===== src/rtl/fsm_stream_arbiter_pkg.sv =====
// -----------------------------------------------------------------------------
// fsm_arb_pkg
// Shared definitions for the stream arbiter slice:
//   arb_state_e  - arbiter sequencer states (2-bit encoding)
//   idx_width()  - width of a requester index, at least 1 bit
//   cnt_width()  - width of the per-grant bit counter, at least 1 bit
// -----------------------------------------------------------------------------
package fsm_arb_pkg;

  typedef enum logic [1:0] {
    IDLE  = 2'b00,
    CLEAR = 2'b01,
    RUN   = 2'b10,
    DONE  = 2'b11
  } arb_state_e;

  function automatic int unsigned idx_width(input int unsigned count);
    return (count > 1) ? $clog2(count) : 1;
  endfunction

  function automatic int unsigned cnt_width(input int unsigned burst);
    return (burst > 1) ? $clog2(burst) : 1;
  endfunction

endpackage


===== src/rtl/fsm_stream_arbiter_if.sv =====
// -----------------------------------------------------------------------------
// fsm_stream_arbiter_if
// Requester-side bundle of the stream arbiter.
//   req   - per-requester request / bit-valid while granted
//   data  - per-requester serial bit
//   grant - one-hot current owner
//   hit   - per-requester detector hit pulse
// master: the stream sources; slave: the arbiter.
// -----------------------------------------------------------------------------
interface fsm_stream_arbiter_if #(
  parameter int unsigned N = 4
);
  logic [N-1:0] req;
  logic [N-1:0] data;
  logic [N-1:0] grant;
  logic [N-1:0] hit;

  modport master (
    output req,
    output data,
    input  grant,
    input  hit
  );

  modport slave (
    input  req,
    input  data,
    output grant,
    output hit
  );
endinterface


===== src/rtl/fsm_stream_arbiter_rr_pick.sv =====
// -----------------------------------------------------------------------------
// rr_pick
// Combinational round-robin priority picker.
//   req    in  N  request vector
//   last   in  W  index of the previous owner
//   winner out W  first set bit scanning last+1, last+2, ... modulo N
//   any    out 1  at least one request is set
// winner holds `last` when nothing is requested.
// -----------------------------------------------------------------------------
module rr_pick
  import fsm_arb_pkg::*;
#(
  parameter int unsigned N = 4,
  localparam int unsigned W = idx_width(N)
) (
  input  logic [N-1:0] req,
  input  logic [W-1:0] last,
  output logic [W-1:0] winner,
  output logic         any
);

  int unsigned idx;
  logic [W-1:0] pos;

  // Scan from the farthest offset to the nearest so the nearest set bit
  // is the last one written and therefore wins.
  always_comb begin
    winner = last;
    any    = 1'b0;
    idx    = 0;
    pos    = '0;
    for (int unsigned k = 0; k < N; k++) begin
      idx = int'(last) + (N - k);
      if (idx >= N) begin
        idx = idx - N;
      end
      pos = W'(idx);
      if (req[pos]) begin
        winner = pos;
        any    = 1'b1;
      end
    end
  end

endmodule


===== src/rtl/fsm_stream_arbiter.sv =====
// -----------------------------------------------------------------------------
// fsm_stream_arbiter
// Shares one serial sequence-detector FSM between N bit-stream requesters.
// A requester is granted in round-robin order, the detector is cleared for
// one cycle, then up to BURST bits of the owner's stream are forwarded and
// the detector's y output is steered back to the owner as a hit pulse.
//
// Ports:
//   clock      in   system clock, rising edge
//   reset_n    in   synchronous active-low reset
//   bus        slave modport: req, data in; grant, hit out
//   owner      out  index of the current or most recent owner
//   fsm_clr_n  out  active-low synchronous clear for the detector
//   fsm_enable out  detector enable (owner's req while running)
//   fsm_a      out  detector input bit (owner's data while running)
//   fsm_y      in   detector output
// -----------------------------------------------------------------------------
module fsm_stream_arbiter
  import fsm_arb_pkg::*;
#(
  parameter int unsigned N     = 4,
  parameter int unsigned BURST = 8
) (
  input  logic                 clock,
  input  logic                 reset_n,
  fsm_stream_arbiter_if.slave  bus,
  output logic [$clog2(N)-1:0] owner,
  output logic                 fsm_clr_n,
  output logic                 fsm_enable,
  output logic                 fsm_a,
  input  logic                 fsm_y
);

  localparam int unsigned OW = $clog2(N);
  localparam int unsigned CW = cnt_width(BURST);
  localparam logic [CW-1:0] CNT_LAST  = CW'(BURST - 1);
  localparam logic [OW-1:0] LAST_INIT = OW'(N - 1);

  arb_state_e    state_q, state_d;
  logic [OW-1:0] owner_q, owner_d;
  logic [OW-1:0] last_q, last_d;
  logic [CW-1:0] cnt_q, cnt_d;
  logic          clr_n_q;

  logic [OW-1:0] win;
  logic          any;
  logic          owner_req;
  logic          owner_data;
  logic [N-1:0]  owner_onehot;

  rr_pick #(
    .N (N)
  ) u_pick (
    .req    (bus.req),
    .last   (last_q),
    .winner (win),
    .any    (any)
  );

  assign owner_req  = bus.req[owner_q];
  assign owner_data = bus.data[owner_q];
  assign owner      = owner_q;
  assign fsm_clr_n  = clr_n_q;

  always_comb begin
    owner_onehot          = '0;
    owner_onehot[owner_q] = 1'b1;
  end

  // Next-state logic. A bit is accepted on every RUN cycle with the
  // owner's req high; the BURST-th accepted bit ends the grant.
  always_comb begin
    state_d = state_q;
    owner_d = owner_q;
    last_d  = last_q;
    cnt_d   = cnt_q;
    unique case (state_q)
      IDLE: begin
        if (any) begin
          owner_d = win;
          state_d = CLEAR;
        end
      end
      CLEAR: begin
        cnt_d   = '0;
        state_d = RUN;
      end
      RUN: begin
        if (!owner_req) begin
          state_d = DONE;
        end else if (cnt_q == CNT_LAST) begin
          state_d = DONE;
        end else begin
          cnt_d = cnt_q + 1'b1;
        end
      end
      DONE: begin
        last_d  = owner_q;
        state_d = IDLE;
      end
      default: state_d = IDLE;
    endcase
  end

  // Clear is registered from the next state so the detector sees a clean
  // low both in the cycle after reset and for the whole CLEAR cycle.
  always_ff @(posedge clock) begin
    if (!reset_n) begin
      state_q <= IDLE;
      owner_q <= '0;
      last_q  <= LAST_INIT;
      cnt_q   <= '0;
      clr_n_q <= 1'b0;
    end else begin
      state_q <= state_d;
      owner_q <= owner_d;
      last_q  <= last_d;
      cnt_q   <= cnt_d;
      clr_n_q <= (state_d != CLEAR);
    end
  end

  // Outputs decoded from registered state; only enable/a/hit see inputs.
  always_comb begin
    bus.grant  = '0;
    bus.hit    = '0;
    fsm_enable = 1'b0;
    fsm_a      = 1'b0;
    unique case (state_q)
      CLEAR: begin
        bus.grant = owner_onehot;
      end
      RUN: begin
        bus.grant  = owner_onehot;
        fsm_enable = owner_req;
        fsm_a      = owner_data;
        if (fsm_y) begin
          bus.hit = owner_onehot;
        end
      end
      DONE: begin
        if (fsm_y) begin
          bus.hit = owner_onehot;
        end
      end
      default: ;
    endcase
  end

endmodule


===== src/flat_wrapper.sv =====
// flat-port wrapper written by rule: the top's interface ports become plain ports
module fsm_stream_arbiter_flat import fsm_arb_pkg::*;
#(
  parameter int unsigned N     = 4,
  parameter int unsigned BURST = 8
)
  (clock, reset_n, owner, fsm_clr_n, fsm_enable, fsm_a, fsm_y, bus_req, bus_data, bus_grant, bus_hit);
  fsm_stream_arbiter_if #(.N(N)) bus_i ();
  input  logic clock;
  input  logic reset_n;
  output logic [$clog2(N)-1:0] owner;
  output logic fsm_clr_n;
  output logic fsm_enable;
  output logic fsm_a;
  input  logic fsm_y;
  input wire logic [$bits(bus_i.req)-1:0] bus_req;
  input wire logic [$bits(bus_i.data)-1:0] bus_data;
  output wire logic [$bits(bus_i.grant)-1:0] bus_grant;
  output wire logic [$bits(bus_i.hit)-1:0] bus_hit;
  assign bus_i.req = bus_req;
  assign bus_i.data = bus_data;
  assign bus_grant = bus_i.grant;
  assign bus_hit = bus_i.hit;
  fsm_stream_arbiter #(.N(N), .BURST(BURST)) u_core (.clock(clock), .reset_n(reset_n), .bus(bus_i), .owner(owner), .fsm_clr_n(fsm_clr_n), .fsm_enable(fsm_enable), .fsm_a(fsm_a), .fsm_y(fsm_y));
endmodule

===== config.mk =====
export PLATFORM = sky130hd
export DESIGN_NAME = fsm_stream_arbiter_flat
export DESIGN_NICKNAME = d
export VERILOG_FILES = /design/src/rtl/fsm_stream_arbiter_pkg.sv /design/src/rtl/fsm_stream_arbiter_if.sv /design/src/rtl/fsm_stream_arbiter_rr_pick.sv /design/src/rtl/fsm_stream_arbiter.sv /design/src/flat_wrapper.sv
export SDC_FILE = /design/constraint.sdc
export NUM_CORES = 1
export LEC_CHECK = 0
export ABC_AREA = 1
export CAP_MARGIN = 20
export CORE_AREA = 2 2 45 47
export DETAILED_ROUTE_END_ITERATION = 16
export DIE_AREA = 0 0 47 49
export PLACE_DENSITY = 0.9
export SYNTH_ARGS = -nofsm -noshare
export SYNTH_HDL_FRONTEND = slang
export SYNTH_SLANG_ARGS = --single-unit

===== constraint.sdc =====
create_clock -name clock -period 2.2 [get_ports clock]
set_clock_uncertainty 0.1 [all_clocks]
set_input_delay 0.44 -clock clock [delete_from_list [all_inputs] [get_ports clock]]
set_output_delay 0.44 -clock clock [all_outputs]
set_load 0.02 [all_outputs]

==> impl_metrics.toml <==
[synth]
synth_simple_gate_area_share_pct = 42.45
synth_compound_area_share_pct = 11.40
syn_nets = 160
synth_edf_count = 0
synthAdderAreaFrac_pct = 8.547
ys_ff_latch = 10
ys_dominant_reg_cell = "dfxtp_1"
syn-instance-count = 143
async_flop_share_pct = 0
syn_area_um2 = 878.3
yosys_warnings = 0
syn_area_per_cell_um2 = 6.142
muxShareOfSynthArea_pct = 0
synthDistinctLibCells = 25
synth_top_family_by_area = "simple AND/OR/NAND/NOR gates"
synthXorXnorAreaFrac_pct = 0
ys_seq_area_share_pct = 22.79

[detailed_routing]
first_pass_iters = 4
drc = 0
post_drt_wl_per_cell_um = 11.00
wl_um = 2233
antenna_left = 0
drt_iter0_drc = 24
vias = 993
via_per_inst = 4.892

[global_routing]
grt_max_degree = 11
grt_overflow = 0
grt.total_usage_pct = 22.53
grt_antenna_before_repair = 0
grt_pass1_wl_um = 3857
grt_pass1_vias = 948

[hold_path]
hp-class = "reg -> reg"
worstHoldEndpoint = "u_core.cnt_q[2]"
worstHoldPathCells = 4
hp-start = "u_core.cnt_q[2]"

[floorplanning]
die_area_um2 = 2303
coreArea_um2 = 1842
die_w_um = 47
initial_core_util_pct = 47.69
die_y_um = 49
rows = 16
num_io_pins = 24

[layout]
fin_nets = 194
antenna_cells = 0
post-route-cell-area_um2 = 1209
area_delta_synth_final_pct = 37.61
final_cell_mix = "50 x nand2_1, 21 x inv_1, 13 x clkdlybuf4s50_1"
drive_gt1_share_pct = 22.73
final_common_cell = "nand2_1"

[place]
placed_cell_area_um2 = 1180
place_congestion = 0.9035
port_buffers = 23
dp_hpwl_um = 1739

[worst_setup_path]
reg2reg_to = "u_core.owner[1]"
cp.required_ns = 1.66
end_kind = "output port"
reg2reg_setup_slack_ns = 0.64
crit_path_start_kind = "input port"
arrival_ns = 1.59
r2r_start = "u_core.last_q[0]"
crit_fanout = 3
critPathKind = "in -> out"
reg2reg_depth = 9

[clocking]
clk_pin_slew_ns = 0.07
post_cts_buffers = 0
numCtsBuffers = 3
h-tree-depth = 1
clk_latency_ns = 0.27
root_buffer = "clkbuf_4"
cts_tree = "yes"
cts_buffer_depth = 2
clkSinkCount = 10
cts_hold_buffers = 0

[flow_run]
maxCapViolations = 0

[timing]
fin_crit_sh_pct = 96.61
finalHoldViolCount = 0
slew_headroom_pct = 74.96
fin_crit_ns = 2.125
worst_pin_slew_ns = 0.3745
setup_viol = 0
hold_ws_ns = 0.4301
maxSlewViolCount = 0
fmax_mhz = 470.5

[outcome]
outcome = "finished clean"

[pwr]
power_leakage_nw = 0.6587
power.density_nw_per_um2 = 1152
peakVddDrop_mv = 0.9665
-- metrics by stage --
stage	total power (W)	setup TNS, ns	setup slack (ns)	util (%)	cells
after detailed placement	0.001224	-1.046	-0.3750	64.06	199
after CTS	0.001385	0	0.05190	65.56	203
after global routing	0.001518	-0.02946	-0.01108	65.63	203
after global placement	0.001191	-1.064	-0.3967	64.06	199
final	0.001392	0	0.07464	65.63	203
after floorplan	0.0009328	0	0.4520	-	143
-- sequential cells by signal, summed over array words and instances, names as in the netlist --
register / count
u_core.fsm_clr_n: 1
u_core.state_q: 2
u_core.owner: 2
u_core.last_q: 2
u_core.cnt_q: 3
-- cell type report --
class | instances | area, µm²
clock buffer | 4 | 36.28
inverter | 26 | 100.1
multi-input combinational | 104 | 558.0
tap | 27 | 33.78
timing repair buffer | 32 | 279.0
sequential | 10 | 201.4
fill | 174 | 633.1
-- logic make-up (layout without fill, tap and decap cells) --
group / Yosys count / in the layout
AO/OA/AOI/OAI: 14 / 14
flip-flops: 10 / 10
buffers and inverters: 29 / 62
AND/OR/NAND/NOR: 84 / 84
adder cells (fa/ha/maj): 6 / 6
-- cell usage after synthesis, types with 2 or more instances --
master,number,area [µm²]
nand4_1,3,18.77
nand3_1,7,35.03
inv_2,4,15.01
nor2_2,4,25.02
a21oi_2,4,35.03
dfxtp_1,10,200.2
inv_1,21,78.83
o21ai_0,2,10.01
nand2_1,50,187.7
nand3_2,2,20.02
buf_6,2,22.52
nor2_1,13,48.80
nand2_2,3,18.77
o211ai_1,2,15.01
ha_1,6,75.07
-- layer usage --
layer / vias up / global-route usage (%) / part of all wire (%) / wire length, µm
met3: 8 / 2.963 / 5.2 / 115
met1: 441 / 26.42 / 43 / 952
met4: 0 / 11.57 / 3.1 / 69
met2: 34 / 37.90 / 49 / 1095
li1: 510 / - / - / -
met5: - / 0 / 0 / 0
-- how the worst max path moves through the flow --
stage                                  from      endpoint  slack, ns  cells after the start
final                            bus_req[2]    fsm_enable       0.07                      6
after global routing      u_core.state_q[0]    bus_hit[2]      -0.01                      5
after CTS                        bus_req[2]    fsm_enable       0.05                      6
after detailed placement         bus_req[2]    fsm_enable      -0.38                      6
after global placement           bus_req[2]    fsm_enable      -0.40                      6
after floorplan           u_core.state_q[0]  bus_grant[0]       0.45                      4
-- report_power, final --
part / switching (W) / internal, W
clock network: 0.0000689 / 0.000101
logic: 0.000523 / 0.000366
registers: 0.0000794 / 0.000254
total: 0.000672 / 0.000720
-- critical path, cell delays in order --
cell	delay, ns
clkdlybuf4s50_1	0.48
inv_1	0.05
o21ai_0	0.15
nand2_1	0.14
a21oi_2	0.17
buf_4	0.15
-- repair_timing --
item | 4_1_cts | 5_1_grt
pin swaps | 0 | 0
setup endpoints to repair | 10 | 5
gates resized for setup | 17 | 8
No activity file was read; power rests on OpenSTA's default activity.
